$ cat src/rtl/constants_pkg.sv
// Shared core constants and enumerations used by the write-back stage.
package constants_pkg;

    localparam int unsigned WORD_STRIDE = 4;

    typedef enum logic [1:0] {
        WB_ALU     = 2'b00,
        WB_MEM     = 2'b01,
        WB_PC4     = 2'b10,
        WB_ALU_ALT = 2'b11
    } wbsel_e;

    typedef enum logic [2:0] {
        LD_LB   = 3'b000,
        LD_LH   = 3'b001,
        LD_LW   = 3'b010,
        LD_LD   = 3'b011,
        LD_LBU  = 3'b100,
        LD_LHU  = 3'b101,
        LD_LWU  = 3'b110,
        LD_RSVD = 3'b111
    } ld_funct3_e;

    typedef enum logic [1:0] {
        IDLE   = 2'b00,
        WAIT   = 2'b01,
        COMMIT = 2'b10,
        DRAIN  = 2'b11
    } wb_state_e;

endpackage

$ cat src/rtl/writeback_pipe_load_align.sv
// Combinational lane select and sign/zero extension of raw load data.
module load_align
    import constants_pkg::*;
#(
    parameter int DWIDTH = 32
) (
    input  logic [DWIDTH-1:0]              rdata_i,
    input  logic [$clog2(DWIDTH/8)-1:0]    offset_i,
    input  logic [2:0]                     funct3_i,
    output logic [DWIDTH-1:0]              data_o
);

    localparam int OW = $clog2(DWIDTH/8);

    logic [OW+2:0] byte_sh;
    logic [OW+2:0] half_sh;
    logic [7:0]    byte_v;
    logic [15:0]   half_v;
    logic [31:0]   word_v;

    // Misaligned halves/words simply drop the low offset bits.
    assign byte_sh = {offset_i, 3'b000};
    assign half_sh = {offset_i[OW-1:1], 4'b0000};
    assign byte_v  = 8'(rdata_i >> byte_sh);
    assign half_v  = 16'(rdata_i >> half_sh);

    generate
        if (DWIDTH == 64) begin : g_word64
            assign word_v = 32'(rdata_i >> {offset_i[OW-1], 5'b00000});
        end else begin : g_word32
            assign word_v = 32'(rdata_i);
        end
    endgenerate

    always_comb begin
        data_o = rdata_i;
        case (ld_funct3_e'(funct3_i))
            LD_LB:   data_o = DWIDTH'($signed(byte_v));
            LD_LH:   data_o = DWIDTH'($signed(half_v));
            LD_LW:   data_o = DWIDTH'($signed(word_v));
            LD_LBU:  data_o = DWIDTH'(byte_v);
            LD_LHU:  data_o = DWIDTH'(half_v);
            LD_LWU:  data_o = DWIDTH'(word_v);
            default: data_o = rdata_i;
        endcase
    end

endmodule

$ cat src/rtl/writeback_pipe.sv
// Handshaked write-back stage: waits for load data, aligns it, and commits
// one register write plus one next-PC decision per accepted instruction.
module writeback_pipe
    import constants_pkg::*;
#(
    parameter int DWIDTH = 32,
    parameter int AWIDTH = 32,
    parameter int RWIDTH = 5,
    parameter int CWIDTH = 32
) (
    input  logic              clk,
    input  logic              rst_n,
    input  logic              in_valid_i,
    output logic              in_ready_o,
    input  logic [AWIDTH-1:0] pc_i,
    input  logic [DWIDTH-1:0] alu_res_i,
    input  logic [RWIDTH-1:0] rd_i,
    input  logic              rdwe_i,
    input  logic [1:0]        wbsel_i,
    input  logic              is_load_i,
    input  logic [2:0]        ld_funct3_i,
    input  logic              pcsel_i,
    input  logic              brtaken_i,
    input  logic              flush_i,
    input  logic              mem_rvalid_i,
    input  logic [DWIDTH-1:0] mem_rdata_i,
    output logic              rf_we_o,
    output logic [RWIDTH-1:0] rf_waddr_o,
    output logic [DWIDTH-1:0] rf_wdata_o,
    output logic              redirect_o,
    output logic              commit_o,
    output logic [AWIDTH-1:0] next_pc_o,
    output logic [CWIDTH-1:0] retired_o
);

    localparam int OW = $clog2(DWIDTH/8);

    wb_state_e         state_q;
    wb_state_e         state_d;
    logic              accept;
    logic              do_commit;

    logic [AWIDTH-1:0] pc_p0;
    logic [DWIDTH-1:0] alu_p0;
    logic [RWIDTH-1:0] rd_p0;
    logic              rdwe_p0;
    logic [1:0]        wbsel_p0;
    logic [2:0]        funct3_p0;
    logic              pcsel_p0;
    logic              brtaken_p0;

    logic              use_hold;
    logic [AWIDTH-1:0] src_pc;
    logic [DWIDTH-1:0] src_alu;
    logic [RWIDTH-1:0] src_rd;
    logic              src_rdwe;
    logic [1:0]        src_wbsel;
    logic [2:0]        src_funct3;
    logic              src_pcsel;
    logic              src_brtaken;

    logic [DWIDTH-1:0] ld_data;
    logic [AWIDTH-1:0] pc4;
    logic              redirect_d;
    logic              rf_we_d;
    logic [DWIDTH-1:0] wdata_d;
    logic [AWIDTH-1:0] next_pc_d;

    assign in_ready_o = (state_q == IDLE) || (state_q == COMMIT);
    assign accept     = in_valid_i && in_ready_o && !flush_i;

    always_ff @(posedge clk or negedge rst_n) begin
        if (!rst_n) begin
            state_q <= IDLE;
        end else begin
            state_q <= state_d;
        end
    end

    // A load that returns in WAIT commits even if flush_i is raised that cycle.
    always_comb begin
        state_d = state_q;
        case (state_q)
            IDLE, COMMIT: begin
                if (accept) begin
                    state_d = is_load_i ? WAIT : COMMIT;
                end else begin
                    state_d = IDLE;
                end
            end
            WAIT: begin
                if (mem_rvalid_i) begin
                    state_d = COMMIT;
                end else if (flush_i) begin
                    state_d = DRAIN;
                end
            end
            DRAIN: begin
                if (mem_rvalid_i) begin
                    state_d = IDLE;
                end
            end
            default: state_d = IDLE;
        endcase
    end

    assign do_commit = (state_d == COMMIT);

    // ---- stage p0: holding register for the accepted instruction ----
    always_ff @(posedge clk) begin
        if (accept) begin
            pc_p0      <= pc_i;
            alu_p0     <= alu_res_i;
            rd_p0      <= rd_i;
            rdwe_p0    <= rdwe_i;
            wbsel_p0   <= wbsel_i;
            funct3_p0  <= ld_funct3_i;
            pcsel_p0   <= pcsel_i;
            brtaken_p0 <= brtaken_i;
        end
    end

    // Non-loads commit straight from the inputs; loads commit from the holding register.
    assign use_hold    = (state_q == WAIT);
    assign src_pc      = use_hold ? pc_p0      : pc_i;
    assign src_alu     = use_hold ? alu_p0     : alu_res_i;
    assign src_rd      = use_hold ? rd_p0      : rd_i;
    assign src_rdwe    = use_hold ? rdwe_p0    : rdwe_i;
    assign src_wbsel   = use_hold ? wbsel_p0   : wbsel_i;
    assign src_funct3  = use_hold ? funct3_p0  : ld_funct3_i;
    assign src_pcsel   = use_hold ? pcsel_p0   : pcsel_i;
    assign src_brtaken = use_hold ? brtaken_p0 : brtaken_i;

    load_align #(
        .DWIDTH (DWIDTH)
    ) u_load_align (
        .rdata_i  (mem_rdata_i),
        .offset_i (src_alu[OW-1:0]),
        .funct3_i (src_funct3),
        .data_o   (ld_data)
    );

    assign pc4        = src_pc + AWIDTH'(WORD_STRIDE);
    assign redirect_d = src_pcsel || src_brtaken;
    assign rf_we_d    = src_rdwe && (src_rd != '0);
    assign next_pc_d  = redirect_d ? {src_alu[AWIDTH-1:1], 1'b0} : pc4;

    always_comb begin
        wdata_d = src_alu;
        case (wbsel_e'(src_wbsel))
            WB_MEM:  wdata_d = ld_data;
            WB_PC4:  wdata_d = DWIDTH'(pc4);
            default: wdata_d = src_alu;
        endcase
    end

    // ---- stage p1: registered commit outputs ----
    always_ff @(posedge clk or negedge rst_n) begin
        if (!rst_n) begin
            commit_o   <= 1'b0;
            rf_we_o    <= 1'b0;
            redirect_o <= 1'b0;
            rf_waddr_o <= '0;
            rf_wdata_o <= '0;
            next_pc_o  <= '0;
            retired_o  <= '0;
        end else begin
            commit_o   <= do_commit;
            rf_we_o    <= do_commit && rf_we_d;
            redirect_o <= do_commit && redirect_d;
            if (do_commit) begin
                rf_waddr_o <= src_rd;
                rf_wdata_o <= wdata_d;
                next_pc_o  <= next_pc_d;
                retired_o  <= retired_o + CWIDTH'(1);
            end
        end
    end

endmodule

$ cat config.mk
export PLATFORM = sky130hd
export DESIGN_NAME = writeback_pipe
export DESIGN_NICKNAME = d
export VERILOG_FILES = /design/src/rtl/constants_pkg.sv /design/src/rtl/writeback_pipe_load_align.sv /design/src/rtl/writeback_pipe.sv
export SDC_FILE = /design/constraint.sdc
export NUM_CORES = 1
export LEC_CHECK = 0
export BUFFER_PORTS_ARGS = -buffer_cell sky130_fd_sc_hd__buf_2
export CORE_ASPECT_RATIO = 0.5
export CORE_MARGIN = 1
export CORE_UTILIZATION = 60
export CTS_BUF_LIST = sky130_fd_sc_hd__clkbuf_2
export DETAILED_ROUTE_END_ITERATION = 8
export PLACE_DENSITY = 0.87
export SKIP_CTS_REPAIR_TIMING = 1
export SYNTH_ARGS = -nofsm -noshare
export SYNTH_HDL_FRONTEND = slang
export SYNTH_HIERARCHICAL = 1
export SYNTH_SLANG_ARGS = --single-unit
$ cat constraint.sdc
create_clock -name clk -period 11.2 [get_ports clk]
set_clock_uncertainty 0.05 [all_clocks]
set_input_delay 1.12 -clock clk [delete_from_list [all_inputs] [get_ports clk]]
set_output_delay 1.12 -clock clk [all_outputs]
set_load 0.005 [all_outputs]
## After elaboration in Yosys (flattened, before gate mapping)

Cells that the tools add are included.

| operators by class | value |
|---|---|
| reductions and logical operators | 12 |
| equal/unequal tests | 9 |
| $add $sub $neg | 2 |
| mux-type cells | 17 |
| shifts and indexed selects | 2 |

Operators by type and width:

| cell | number |
|---|---|
| case mux 32 bit (4 select lines) | 1 |
| 2-to-1 mux 32 bit | 3 |
| case mux 32 bit (2 select lines) | 1 |
| adder 32 x 1 -> 32 bit, second input constant | 1 |
| adder 32 x 3 -> 32 bit, second input constant | 1 |
| right shift 32 x 5 -> 16 bit | 1 |
| right shift 32 x 5 -> 8 bit | 1 |
| 2-to-1 mux 2 bit | 6 |
| equality test 2 bit, second input constant | 4 |
| equality test 3 bit, second input constant | 2 |
| case mux 2 bit (3 select lines) | 1 |
| logical AND 1 bit | 5 |
| 2-to-1 mux 5 bit | 1 |
| nonzero test 5 bit | 1 |
| equality test 2 x 1 -> 1 bit, second input constant | 2 |
| equality test 3 x 1 -> 1 bit, second input constant | 1 |
| logical NOT 3 bit | 1 |
| 2-to-1 mux 1 bit | 3 |
| 2-to-1 mux 3 bit | 1 |
| logical NOT 2 bit | 1 |
| logical OR 1 bit | 2 |
| OR reduction 2 bit | 1 |
| logical NOT 1 bit | 1 |

| storage, ports and cells | value |
|---|---|
| input bits | 115 |
| output and inout port bits | 105 |
| word-level logic and storage cells | 58 |
| register bits | 183 |

## Longest topological paths before layout

| logic depth | value |
|---|---|
| depth after elaboration | 8 |
| gate-level depth with buffers | 17 |
| mapped depth without buffers | 9 |

## Cells and area by module

Netlist, hierarchy kept.

By module, submodules not included:

| module | instances | sequential area each (sq um) | area each (sq um) | cells each |
|---|---|---|---|---|
| writeback_pipe | 1 | 4964.8 | 8913.5 | 792 |
| load_align | 1 | 0.0 | 799.5 | 118 |

## Worst setup path after synthesis

OpenSTA, ideal clock, no wires.

| path | value |
|---|---|
| path kind | input-to-reg |
| start | input port flush_i |
| end | register alu_p0[0], enable pin |
| slack | 3.775 ns |
| buffers on the path | 0 |
| library setup time | 0.625 ns |
| cell stages on the path | 1 |
| required time | 10.525 ns |
| arrival time | 6.750 ns |
| cells stage by stage | nor3b_1 |

| between the ends | value |
|---|---|
| word-level cells in the longest chain between the ends | 2 |

Ends and longest elaborated chain:

| what | line | text |
|---|---|---|
| start, declared | writeback_pipe.sv:24 | `input logic flush_i,` |
| logical NOT 1 bit | writeback_pipe.sv:70 | `assign accept = in_valid_i && in_ready_o && !flush_i;` |
| logical AND 1 bit | writeback_pipe.sv:70 |  |
| end signal, assigned | writeback_pipe.sv:113 | `alu_p0 <= alu_res_i;` |
| end, declared | writeback_pipe.sv:44 | `logic [DWIDTH-1:0] alu_p0;` |

No other way between the ends.
A chain may end at the register's enable or synchronous reset.

## Worst setup path after layout

| path | value |
|---|---|
| start | register state_q[0] |
| end | register rf_wdata_o[19] |

| between the ends | value |
|---|---|
| elaborated cells between the ends (all ways) | 29 |
| those cells by class | add/sub: 1; eq/ne: 9; shift: 2; mux: 11; reduce/logical: 6 |

RTL lines:

| what | line | text |
|---|---|---|
| start, declared | writeback_pipe.sv:38 | `wb_state_e state_q;` |
| start signal, assigned | writeback_pipe.sv:76 | `state_q <= state_d;` |
| equality test 2 x 1 -> 1 bit (*) | writeback_pipe.sv:124 | `assign use_hold = (state_q == WAIT);` |
| 2-to-1 mux 32 bit (*) | writeback_pipe.sv:126 | `assign src_alu = use_hold ? alu_p0 : alu_res_i;` |
| via src_alu[1] | writeback_pipe.sv:54 | `logic [DWIDTH-1:0] src_alu;` |
| right shift 32 x 5 -> 16 bit / right shift 32 x 5 -> 8 bit (equally long branches) | writeback_pipe_load_align.sv:25, writeback_pipe_load_align.sv:24 |  |
| case mux 32 bit (4 select lines) (*) | writeback_pipe_load_align.sv:37 | `case (ld_funct3_e'(funct3_i))` |
| via ld_data[19] | writeback_pipe.sv:62 | `logic [DWIDTH-1:0] ld_data;` |
| case mux 32 bit (2 select lines) (*) | writeback_pipe.sv:150 | `case (wbsel_e'(src_wbsel))` |
| end signal, assigned | writeback_pipe.sv:173 | `rf_wdata_o <= wdata_d;` |
| end, declared | writeback_pipe.sv:29 | `output logic [DWIDTH-1:0] rf_wdata_o,` |

Mark *: on every way through the listed nets, which the timed path passes. The rest lies on a longest branch.

==> impl_metrics.csv <==
group,metric,value,unit
route,drt-pass1-iter-count,5,
timing,finalHoldViolCount,0,
clocking,cts_buffer_depth,2,
pwr,p_total,1.71,mW
die,core,15600,µm²
synthesis,syn_avg_cell_area,10.7,µm²
critical_path,cp.arrival,5230,ps
clocking,clk_latency,820,ps
timing,final-max-slew-violation-count,0,
run_status,status,"completed",
grt,grt_pass1_wl,42.7,mm
layout,fin_util,71.2,%
grt,grt_overflow,0,
pwr,leakage,4.99,nW
die,io_pins,220,
place,portBuffers,219,
route,drt_iter0_drc,974,
route,routed_wl,27.5,mm
clocking,clkTransAtPathRegs,300,ps
critical_path,cp.required,11880,ps
timing,rsz0062_at_grt,"false",
synthesis,ys_ff_latch,183,
route,routedWlPerCell,20.9,µm
critical_path,crit_type,"register to register",
synthesis,ys_top_cells_by_area,"dfrtp_1 27%, edfxtp_1 24%, mux2i_1 6.7%",
layout,area_growth_syn_to_layout,14.5,%
grt,met2_usage,51.9,%
pwr,power_density,154,nW/µm²
grt,met1_usage,43.7,%
synthesis,ys_types,70,
synthesis,yosysSeqAreaShare,51.1,%
timing,fmax,220,MHz
clocking,numCtsBuffers,17,
synthesis,yosysTopAreaCell,"dfrtp_1",
route,ant_nets,0,
synthesis,syn-cell-area,9710,µm²
route,drcViolationCount,0,
timing,finalCritPeriodShare,40.6,%
timing,tns,0,ps
layout,drive_above_1_share,26.9,%
grt,use_met3,9.65,%
place,dp_hpwl,19.7,mm
critical_path,cp_top_family,"compound AO/OA/AOI/OAI gates",
job,drv_cap,0,
timing,slew_headroom,30.5,%
grt,grt_max_degree,78,
timing,finalSetupViolations,0,
die,rows,32,
synthesis,synth_top_area_share,27.3,%
die,die-height,92.0,µm
route,num_vias,8381,
critical_path,cpPeakStageDelay,730,ps
layout,layout.nets,1215,
clocking,cts_tree,"yes",
synthesis,synth_ff_type,"dfrtp_1",
timing,worst_pin_slew,1040,ps
clocking,cts.root.buffer_cell,"clkbuf_2",
die,die-area,16700,µm²
timing,fin_crit,4550,ps
layout,stdcell_count,1314,
critical_path,slowest_stage,"a22oi_2",
grt,antenna_found_initial,1,
grt,grt_busiest_layer,"met2",
critical_path,worst-path-buf-inv,2,
synthesis,async_reset_ff_share,57.9,%
critical_path,worstPathCellList,"nor2b_4 -> buf_4 -> mux2i_1 -> inv_1 -> mux4_2 -> a22oi_2 -> nand2_1 -> a221o_1 -> a22o_1",
synthesis,synth_edf_count,77,
critical_path,worstPathMaxFanout,32,
hold_path,min_path_type,"input port to asynchronous set/reset pin",
grt,grt_pass1_vias,8087,
route,via_per_inst,6.38,
synthesis,synthCells,910,
timing,setup_ws,6650,ps
clocking,cts_sinks,183,
critical_path,cp-end-kind,"register",
place,post-place-ws,6760,ps
synthesis,yosys_warnings,6,
place,globalplace.congestion,0.911,
die,die_x,182,µm
clocking,htreeDepth,4,
critical_path,crit_path_start_kind,"register",
synthesis,synth.net_count,1029,
place,post-place-cells,1281,
pwr,peakVddDrop,0.0000950,V
die,initial_core_util,62.2,%
grt,groute.usage.overall,33.6,%
[cells in the mapped netlist, drive strengths merged (2+ instances only)]
cell type	count
mux2i	71
and3	14
o22ai	5
mux2	4
clkbuf	36
a22o	15
o21ai	18
nand3	29
a31oi	10
nor3	11
o32ai	3
o2111ai	2
a221o	14
dfrtp	106
nor4	7
o221ai	5
nand2	147
or4	2
a211o	2
nand3b	10
nor2b	11
o31ai	2
nor2	66
a221oi	21
xnor2	49
inv	12
a21oi	42
xor2	12
o221a	5
nor4b	3
and4	3
a211oi	8
ha	4
nor3b	3
edfxtp	77
a311oi	7
o22a	8
buf	26
and2	4
o211ai	5
nand4	9
a21o	9
[report_power, final]
part	internal (mW)	switching, mW	leakage (nW)
combinational	0.206	0.278	2.82
clock	0.106	0.246	0.132
sequential	0.805	0.0695	2.04
total	1.12	0.594	4.99
[per-stage QoR]
stage / hold WS, ps / area, µm²
2_1_floorplan: 418 / 9710
3_3_place_gp: 406 / 10900
5_1_grt: 158 / 11100
4_1_cts: 143 / 11100
6_report: 135 / 11100
3_5_place_dp: 408 / 10900
[cell usage in the layout, fill, tap and decap left out, drive strengths merged, types with 3 or more instances in the layout]
cell type / netlist / final
buf: 26 / 229
nand2: 147 / 147
dfrtp: 106 / 106
edfxtp: 77 / 77
mux2i: 71 / 71
nor2: 66 / 66
xnor2: 49 / 49
a21oi: 42 / 42
nand3: 29 / 29
a221oi: 21 / 21
clkbuf: 36 / 19
o21ai: 18 / 18
inv: 12 / 17
a22o: 15 / 15
and3: 14 / 14
a221o: 14 / 14
xor2: 12 / 12
nor2b: 11 / 11
nor3: 11 / 11
a31oi: 10 / 10
nand3b: 10 / 10
a21o: 9 / 9
nand4: 9 / 9
a211oi: 8 / 8
o22a: 8 / 8
a311oi: 7 / 7
nor4: 7 / 7
o211ai: 5 / 5
o22ai: 5 / 5
o221ai: 5 / 5
o221a: 5 / 5
clkinvlp: 0 / 5
mux2: 4 / 4
ha: 4 / 4
and2: 4 / 4
o32ai: 3 / 3
and4: 3 / 3
nor4b: 3 / 3
nor3b: 3 / 3
[worst paths after layout]
check,start,end,slack [ps],depth (start not counted)
max,state_q[0],rf_wdata_o[19],6650,9
min,rst_n,next_pc_o[9],130,1
max reg2reg,state_q[0],rf_wdata_o[19],6650,9
min reg2reg,retired_o[31],retired_o[31],440,1
max in group asynchronous,rst_n,next_pc_o[24],9630,2
min in group clk,alu_res_i[2],alu_p0[2],400,1
[cell families (layout without fill, tap and decap cells)]
kind of cell	after synthesis	in the layout	synth area share, %
XOR/XNOR	61	61	5.50
AO/OA/AOI/OAI	187	187	14.6
flip-flops	183	183	51.1
adder cells (fa/ha/maj)	4	4	0.515
AND/OR/NAND/NOR	324	324	16.0
other	0	1	0
buffers and inverters	75	274	3.53
multiplexers	76	76	8.69
[layer usage]
metal	wire length, µm	vias up
li1	-	3716
met1	10900	4033
met2	12500	514
met3	2960	116
met4	1060	2
met5	80	-
[sequential cells by signal (all words and copies together), names as in the netlist, 2 cells and up]
name / flops
state_q: 2
pc_p0: 32
rf_waddr_o: 5
rf_wdata_o: 32
wbsel_p0: 2
retired_o: 32
alu_p0: 32
funct3_p0: 3
next_pc_o: 32
rd_p0: 5
[area by class of cell]
cell class                 count  area, µm²
clock buffer                  19       95.1
fill                        1140       4500
antenna                        1       2.50
tap                          204        255
inverter                      13       48.8
clock inverter                13        143
sequential                   183       4960
timing repair buffer         229       1170
multi-input combinational    652       4430
No activity file was read; power rests on OpenSTA's default activity.
